`config.mk`:
```
export PLATFORM = sky130hd
export DESIGN_NAME = tlb_fill_arb
export DESIGN_NICKNAME = d
export VERILOG_FILES = /design/src/rtl/tlb_fill_arb.sv
export SDC_FILE = /design/constraint.sdc
export NUM_CORES = 1
export LEC_CHECK = 0
export BUFFER_PORTS_ARGS = -buffer_cell sky130_fd_sc_hd__buf_2
export CORE_ASPECT_RATIO = 0.7
export CORE_MARGIN = 2
export CORE_UTILIZATION = 52
export DETAILED_ROUTE_END_ITERATION = 10
export PLACE_DENSITY = 0.91
export SETUP_SLACK_MARGIN = 0.3
export SLEW_MARGIN = 15
export SYNTH_ARGS = -nofsm -noshare
export SYNTH_HDL_FRONTEND = slang
export SYNTH_SLANG_ARGS = --single-unit
```
`constraint.sdc`:
```
create_clock -name clk -period 2.3 [get_ports clk]
set_input_delay 0.345 -clock clk [delete_from_list [all_inputs] [get_ports clk]]
set_output_delay 0.345 -clock clk [all_outputs]
set_load 0.02 [all_outputs]
```
`src/rtl/tlb_fill_arb.sv`:
```
// TLB fill arbiter: shares one page-table walker between the instruction and
// data TLBs, picks a victim entry for the owner, and emits one-hot write
// strobes or a fault pulse when the walk finishes.
module tlb_fill_arb #(
  parameter int TLB_ENTRIES = 8
) (
  input  logic                   clk,
  input  logic                   reset,
  input  logic                   ITLBMiss,
  input  logic                   DTLBMiss,
  input  logic [TLB_ENTRIES-1:0] ITLBValid,
  input  logic [TLB_ENTRIES-1:0] DTLBValid,
  input  logic                   TLBFlush,
  input  logic                   WalkDone,
  input  logic                   WalkFault,
  output logic                   WalkReq,
  output logic                   WalkSel,
  output logic [TLB_ENTRIES-1:0] ITLBWriteEnables,
  output logic [TLB_ENTRIES-1:0] DTLBWriteEnables,
  output logic                   IFault,
  output logic                   DFault,
  output logic                   Busy
);

  localparam int PTR_W = (TLB_ENTRIES > 1) ? $clog2(TLB_ENTRIES) : 1;
  localparam logic [TLB_ENTRIES-1:0] ONE_HOT_BASE = {{(TLB_ENTRIES-1){1'b0}}, 1'b1};

  // Victim selection relies on power-of-two wrap of the round-robin pointers.
  if ((TLB_ENTRIES < 2) || ((TLB_ENTRIES & (TLB_ENTRIES - 1)) != 0)) begin : g_bad_entries
    $error("tlb_fill_arb: TLB_ENTRIES must be a power of two and at least 2");
  end

  typedef enum logic [1:0] {
    ST_IDLE  = 2'd0,
    ST_WALK  = 2'd1,
    ST_WRITE = 2'd2
  } state_e;

  state_e                   state_q;
  logic                     owner_q;       // 0 = ITLB, 1 = DTLB
  logic                     last_grant_q;  // owner of the most recent grant
  logic                     abort_q;       // flush seen during the current walk
  logic [PTR_W-1:0]         itlb_ptr_q;
  logic [PTR_W-1:0]         dtlb_ptr_q;
  logic [PTR_W-1:0]         victim_q;
  logic [TLB_ENTRIES-1:0]   we_q;
  logic                     ifault_q;
  logic                     dfault_q;

  logic                     grant_s;
  logic                     abort_s;
  logic [TLB_ENTRIES-1:0]   owner_valid_s;
  logic [PTR_W-1:0]         owner_ptr_s;
  logic [PTR_W-1:0]         victim_s;

  // Lowest-index invalid entry wins; a fully valid TLB falls back to its pointer.
  function automatic logic [PTR_W-1:0] pick_victim(input logic [TLB_ENTRIES-1:0] valid,
                                                   input logic [PTR_W-1:0]       rr_ptr);
    logic [PTR_W-1:0] idx;
    idx = rr_ptr;
    for (int i = TLB_ENTRIES - 1; i >= 0; i--) begin
      idx = valid[i] ? idx : PTR_W'(i);
    end
    return idx;
  endfunction

  // Arbitration: a lone requester wins; on a tie the side not granted last time wins.
  always_comb begin
    grant_s = 1'b0;
    if (ITLBMiss && DTLBMiss) begin
      grant_s = ~last_grant_q;
    end else begin
      grant_s = DTLBMiss;
    end
  end

  // Victim for the current walk owner, plus the effective abort (same-cycle flush counts).
  always_comb begin
    owner_valid_s = ITLBValid;
    owner_ptr_s   = itlb_ptr_q;
    if (owner_q) begin
      owner_valid_s = DTLBValid;
      owner_ptr_s   = dtlb_ptr_q;
    end else begin
      owner_valid_s = ITLBValid;
      owner_ptr_s   = itlb_ptr_q;
    end
    victim_s = pick_victim(owner_valid_s, owner_ptr_s);
    abort_s  = abort_q | TLBFlush;
  end

  // Fill FSM with registered strobes, fault pulses and round-robin pointers.
  always_ff @(posedge clk) begin
    if (reset) begin
      state_q      <= ST_IDLE;
      owner_q      <= 1'b0;
      last_grant_q <= 1'b0;
      abort_q      <= 1'b0;
      itlb_ptr_q   <= '0;
      dtlb_ptr_q   <= '0;
      victim_q     <= '0;
      we_q         <= '0;
      ifault_q     <= 1'b0;
      dfault_q     <= 1'b0;
    end else begin
      we_q     <= '0;
      ifault_q <= 1'b0;
      dfault_q <= 1'b0;
      case (state_q)
        ST_IDLE: begin
          abort_q <= 1'b0;
          if (ITLBMiss || DTLBMiss) begin
            owner_q      <= grant_s;
            last_grant_q <= grant_s;
            state_q      <= ST_WALK;
          end else begin
            state_q <= ST_IDLE;
          end
        end
        ST_WALK: begin
          if (WalkDone) begin
            abort_q <= 1'b0;
            if (abort_s) begin
              state_q <= ST_IDLE;
            end else if (WalkFault) begin
              state_q  <= ST_IDLE;
              ifault_q <= ~owner_q;
              dfault_q <= owner_q;
            end else begin
              state_q  <= ST_WRITE;
              victim_q <= victim_s;
              we_q     <= ONE_HOT_BASE << victim_s;
            end
          end else begin
            state_q <= ST_WALK;
            abort_q <= abort_s;
          end
        end
        ST_WRITE: begin
          state_q <= ST_IDLE;
          // A flush in the write cycle kills the strobe, so the pointer stays put.
          if (!TLBFlush) begin
            if (owner_q) begin
              dtlb_ptr_q <= victim_q + PTR_W'(1);
            end else begin
              itlb_ptr_q <= victim_q + PTR_W'(1);
            end
          end else begin
            itlb_ptr_q <= itlb_ptr_q;
          end
        end
        default: begin
          state_q <= ST_IDLE;
        end
      endcase
    end
  end

  // Outputs are decoded from registered state; reset and write-cycle flush mask them.
  assign WalkReq          = (state_q == ST_WALK) && !reset;
  assign WalkSel          = (state_q == ST_WALK) && owner_q && !reset;
  assign Busy             = (state_q != ST_IDLE) && !reset;
  assign ITLBWriteEnables = ((state_q == ST_WRITE) && !owner_q && !TLBFlush && !reset) ? we_q : '0;
  assign DTLBWriteEnables = ((state_q == ST_WRITE) &&  owner_q && !TLBFlush && !reset) ? we_q : '0;
  assign IFault           = ifault_q && !reset;
  assign DFault           = dfault_q && !reset;

endmodule

```
==> results of run 1 <==
flip-flops by register name, indices dropped and copies added, names as in the netlist:
signal,flops
abort_q,1
dfault_q,1
itlb_ptr_q,3
state_q,2
last_grant_q,1
ifault_q,1
victim_q,3
we_q,8
dtlb_ptr_q,3
worst register-to-register path, stage by stage (launching register included):
cell,delay [ns]
dfxtp_4,0.37
buf_4,0.18
and2b_1,0.20
a32oi_1,0.05
o32a_1,0.39
or2_1,0.27
nor4_1,0.27
metrics by stage:
stage / hold WS (ns) / utilization, %
floorplan: 0.453 / -
global placement: 0.489 / 66.8
detailed placement: 0.489 / 66.8
CTS: 0.230 / 69.9
global route: 0.241 / 78.5
finish: 0.253 / 78.5
power groups by stage:
stage | registers (mW) | logic [mW] | clock network, mW
floorplan | 0.418 | 0.0788 | 0
global placement | 0.424 | 0.106 | 0
detailed placement | 0.425 | 0.110 | 0
CTS | 0.410 | 0.120 | 0.184
global route | 0.412 | 0.146 | 0.198
finish | 0.411 | 0.134 | 0.179
area by class of cell:
type / instances / area share (%)
Clock buffer: 3 / 1.33
Clock inverter: 1 / 0.296
Inverter: 3 / 0.814
Multi-Input combinational cell: 101 / 44.7
Sequential cell: 23 / 27.7
Tap cell: 32 / 2.37
Timing Repair Buffer: 53 / 22.7
worst max path at each step:
stage | slack [ns] | from | end
5_1_grt | 0.24 | state_q[1] | DTLBWriteEnables[1]
3_5_place_dp | 0.33 | last_grant_q | ITLBWriteEnables[1]
4_1_cts | 0.30 | last_grant_q | ITLBWriteEnables[2]
2_1_floorplan | 0.52 | state_q[1] | DTLBWriteEnables[0]
6_report | 0.31 | state_q[1] | DTLBWriteEnables[1]
3_3_place_gp | 0.43 | last_grant_q | ITLBWriteEnables[3]
layer usage:
metal,GRT usage [%],wire (µm)
met5,0,0
met1,27.5,1340
met3,6.73,192
met2,36.0,1420
met4,7.39,46
repair_timing:
| action | 4_1_cts | 5_1_grt |
|---|---|---|
| resized for setup | 9 | 49 |
| setup endpoints to repair | 16 | 20 |
| setup buffers | 2 | 5 |
| cloned | 0 | 0 |
| pin swaps | 1 | 10 |
| hold buffers | 0 | 0 |
cell families (layout without fill, tap and decap cells):
family	Yosys count	in the layout
AND/OR/NAND/NOR	71	71
AO/OA/AOI/OAI	23	23
flip-flops	23	23
buffers and inverters	8	60
multiplexers	5	5
adder cells (fa/ha/maj)	1	1
XOR/XNOR	1	1
layout by cell type (no fill, tap or decap), types with 5 or more instances in the layout:
cell type / synthesis / routed
and2_4: 0 / 15
buf_2: 0 / 28
mux2i_1: 5 / 5
dfxtp_1: 23 / 20
nor3_1: 5 / 5
a211oi_1: 6 / 5
buf_4: 1 / 10
nor2_1: 12 / 12
buf_6: 1 / 15
==> metrics, run 1 <==
hpwl dp=2080 µm; Chip Height=44.1 µm; final number of hold-violating endpoints=0; clock power share=24.8%; Final Cycle Share=86.5%; Clk Latency, worst-skew pair=0.31 ns; Worst R2R Setup Slack=0.48 ns; Mean Syn Cell Area=9.03 µm²; Initial Util=55.3%; Required @ worst endpoint=1.96 ns; Main synth FF type=dfxtp_1; Comb power frac=18.5%; post-layout instance count excluding filler cells=216; worst-path fanout max=8; Worst Skew=0.00297 ns; synthesized net count=156; Sink Count=23; max_cap viols=0; Synth Register Bits=23; Crit path max-delay family=simple AND/OR/NAND/NOR gates; XOR/XNOR Fraction of Synth Area=0.735%; Hold Crit Endpoint=last_grant_q; chain of cells forming the critical path=inv_4 > nor4b_4 > and2b_2 > and2_1 > buf_2; total wire length=3000 µm; Sw Share=26.5%; sequential fraction of the synthesis area=38.6%; dpl ws=0.334 ns; number of synthesized flops with an enable pin=0; final setup fails=0; via/cell ratio=5.47; CTS max path bufs=2; upper clock frequency limit=502 MHz; Critical Path AT=1.65 ns; min-delay src=ITLBMiss; synth top area cells=dfxtp_1, and2_1, mux2i_1, a211oi_1, nor2_1; area of the mapped netlist=0.00119 mm²; cell taking the most area after synthesis=dfxtp_1; Reg area=469 µm²; die area=0.00270 mm²; Critical Path Start Type=flip-flop; CTS H-Tree Depth=1; hold path cells=2; RSZ-0062 raised after global routing=true; Post-synth top cells=dfxtp_1, and2_1, nor2_1; Ant. Diodes=0; Final Max Tran Viols=0; I/O Buffers=43; initial antenna violation count=0; die width=61.2 µm; Hold Path Class=input port to flip-flop; Worst Setup End Kind=primary output; Placer Congestion=0.756; Compound-Gate Fraction of Synth Area=14.5%; Cells after DPL=205; worst-margin pin slew=0.431 ns; r2r worst-path depth=6; Worst-path clk slew=0.12 ns; clk root buf=clkbuf_4; GRT Util Overall=21.9%; Post-Synthesis Cells=132; Congestion Overflow GR=0; status=completed; multiplexer share of the synthesized area=4.20%; routed len/inst=13.9 µm; largest net degree at the start of global routing=21; Row Count=14; DRC=0; WP depth=5; crit-path max cell delay=0.40 ns; PwrDens=428 mW/mm²; slowest CP cell=dfxtp_4; Filler cells=151; Internal Power=0.532 mW; FF-to-FF Start=last_grant_q; DRT Pass-1 Iters=4; area share of the largest cell type after synthesis=38.6%; Vias=1181; nets=209; largest family of logic cells by synthesized area=simple AND/OR/NAND/NOR gates; adder-cell share of the synthesized area=1.05%; Static Leak=0.742 nW; Critical R2R Capture=we_q[7]; Total Neg Setup Slack=0 ns; Simple-Gate Fraction of Synth Area=37.5%; Core Region=0.00215 mm²; WP buf/inv=2; number of global-route vias before repair=1030; VDD IR max=0.402 mV; Cell Area, Placed=0.00144 mm²; Async SR Flop Fraction=0%; synth unique cells=42; max_slew headroom=71.2%; fraction of layout cells with a size suffix above 1=45.7%; final critical path time including I/O delays and setup=1.99 ns; worst setup margin=0.310 ns; Pwr Total=0.724 mW; Inserted Clock Buffers=3; CP Class=flip-flop to primary output; Synth warnings=0; I/O pin count=44; Area Growth Syn to Fin=41.9%; DRT iter0 DRCs=43; Flop pwr share=56.8%; count leader, synth=dfxtp_1; first-pass GRT wire length=4370 µm; Antenna Nets Post-Route=0; Sw Pwr=0.192 mW; Design Area, Final=0.00169 mm²; area of the multi-input gates=757 µm²; TritonCTS clock tree=yes
Note: power is estimated with default switching activity, not from simulation.
==> inputs of run 2 (changes only) <==
--- a/config.mk
+++ b/config.mk
@@ -10,8 +10,10 @@
 export CORE_MARGIN = 2
 export CORE_UTILIZATION = 52
 export DETAILED_ROUTE_END_ITERATION = 10
+export GPL_TIMING_DRIVEN = 0
 export PLACE_DENSITY = 0.91
 export SETUP_SLACK_MARGIN = 0.3
+export SKIP_CTS_REPAIR_TIMING = 1
 export SLEW_MARGIN = 15
 export SYNTH_ARGS = -nofsm -noshare
 export SYNTH_HDL_FRONTEND = slang
==> run 2 against run 1 <==
Effect of this change:
- global-route usage fell by 0.28 points
- flip-flop and latch count did not move
- clock skew rose by 0.0028 ns
==> metrics, run 2 (synthesis gave the netlist of run 1 again) <==
Area Growth Syn to Fin=41.7%; Vias=1196 (+1.3%); most common cell after layout, fill and taps aside=buf_2; first-pass GRT wire length=4330 µm (-0.78%); clk root buf=clkbuf_4; Reg area=468 µm² (-0.27%); r2r worst-path depth=6 (unchanged); RSZ-0062 raised after global routing=true; final number of hold-violating endpoints=0 (unchanged); Static Leak=0.743 nW (+0.21%); Core Region=0.00215 mm² (unchanged); DRT Pass-1 Iters=4 (unchanged); worst-path fanout max=8 (unchanged); GRT Util Overall=21.6% (-0.28 points); status=completed; Inserted Clock Buffers=3 (unchanged); Hold Path Class=input port to flip-flop; Clk Latency, worst-skew pair=0.31 ns (about the same); Chip Height=44.1 µm (unchanged); TritonCTS clock tree=yes; Crit path max-delay family=simple AND/OR/NAND/NOR gates; number of global-route vias before repair=997 (-3.2%); area of the multi-input gates=741 µm² (-2.1%); CTS H-Tree Depth=1 (unchanged); Congestion Overflow GR=0 (unchanged); largest net degree at the start of global routing=14 (-33%); Final Cycle Share=91.5% (+5.0 points); Largest Register=we_q; Final Util=78.4% (-0.12 points); upper clock frequency limit=475 MHz (-5.4%); WP buf/inv=2 (unchanged); fraction of layout cells with a size suffix above 1=42.0% (-3.6 points); crit-path max cell delay=0.39 ns (about the same); max_cap viols=0 (unchanged); most frequent cells in the layout=buf_2, dfxtp_1, buf_4; hpwl dp=2260 µm (+8.6%); CP Class=flip-flop to primary output; routed len/inst=14.2 µm (+2.5%); Critical Path AT=1.76 ns (+0.11 ns); Filler cells=151 (unchanged); CTS max path bufs=2 (unchanged); VDD IR max=0.354 mV (-12%); slowest CP cell=dfxtp_4; die width=61.2 µm (unchanged); die area=0.00270 mm² (unchanged); via/cell ratio=5.44 (-0.57%); Placer Congestion=0.805 (+6.6%); worst-margin pin slew=0.693 ns (+0.262 ns); Worst Setup End Kind=primary output; Final Max Tran Viols=0 (unchanged); chain of cells forming the critical path=clkinvlp_4 > nor4b_4 > and2b_2 > and2_1 > buf_4; Worst-path clk slew=0.12 ns (about the same); Initial Util=55.3% (unchanged); Total Neg Setup Slack=0 ns (unchanged); max FFs per register=8 (unchanged); final critical path time including I/O delays and setup=2.10 ns (+0.114 ns); DRT iter0 DRCs=64 (+49%); Worst Skew=0.00572 ns (+0.00276 ns); Antenna Nets Post-Route=0 (unchanged); initial antenna violation count=0 (unchanged); max_slew headroom=53.5% (-18 points); DRC=0 (unchanged); I/O pin count=44 (unchanged); Critical Path Start Type=flip-flop; total wire length=3130 µm (+4.4%); Sink Count=23 (unchanged); I/O Buffers=43 (unchanged); Required @ worst endpoint=1.96 ns (about the same); nets=213 (+1.9%); hold path cells=2 (unchanged); final setup fails=0 (unchanged); PwrDens=429 mW/mm² (+0.22%); WP depth=5 (unchanged); Row Count=14 (unchanged); Ant. Diodes=0 (unchanged)
## run 2: cell types whose count changed in the layout (fill, tap and decap cells not counted), sizes merged
cell and change:
clkbuf +3, buf +1, clkinvlp +1, inv -1
## run 2: worst paths after layout
check	from	end	slack (ns)
max	state_q[1]	DTLBWriteEnables[2]	0.20
min reg2reg	dtlb_ptr_q[2]	dtlb_ptr_q[2]	0.51
max reg2reg	last_grant_q	we_q[4]	0.46
min	ITLBMiss	last_grant_q	0.23
## run 2: layout make-up
type	count	area share (%)
Clock buffer	3	1.33
Buffer	5	1.78
Tap cell	32	2.37
Timing Repair Buffer	52	21.8
Sequential cell	23	27.7
Inverter	3	0.889
Multi-Input combinational cell	101	43.9
Clock inverter	1	0.296
## run 2: where the power goes
group          switching (mW)  internal, mW  total, mW
Combinational          0.0709        0.0611      0.132
Sequential            0.00846         0.403      0.411
Clock                   0.116        0.0650      0.181
Total                   0.196         0.529      0.725
## run 2: worst reg2reg max path, stage by stage, from the launching register on
cell and delay, ns:
dfxtp_4 0.38, buf_6 0.14, nor4bb_1 0.32, a211oi_1 0.08, o21bai_1 0.42, nand2_1 0.20, nor3b_1 0.23
## run 2: through the flow
stage	power [mW]	instances	worst slack, ns	area [µm²]	hold slack (ns)
after floorplan	0.497	132	0.523	1190	0.453
after global placement	0.536	207	0.276	1450	0.487
after detailed placement	0.542	207	0.214	1450	0.492
after CTS	0.717	211	-0.154	1480	0.235
after global routing	0.754	220	0.0778	1690	0.242
final	0.725	220	0.195	1690	0.227
## run 2: layer usage
| metal | vias to the layer above | part of all wire (%) | GRT usage [%] |
|---|---|---|---|
| met4 | 0 | 0.54 | 6.09 |
| li1 | 593 | - | - |
| met2 | 38 | 50 | 36.8 |
| met1 | 562 | 44 | 28.3 |
| met3 | 3 | 6.0 | 3.80 |
| met5 | - | 0 | 0 |
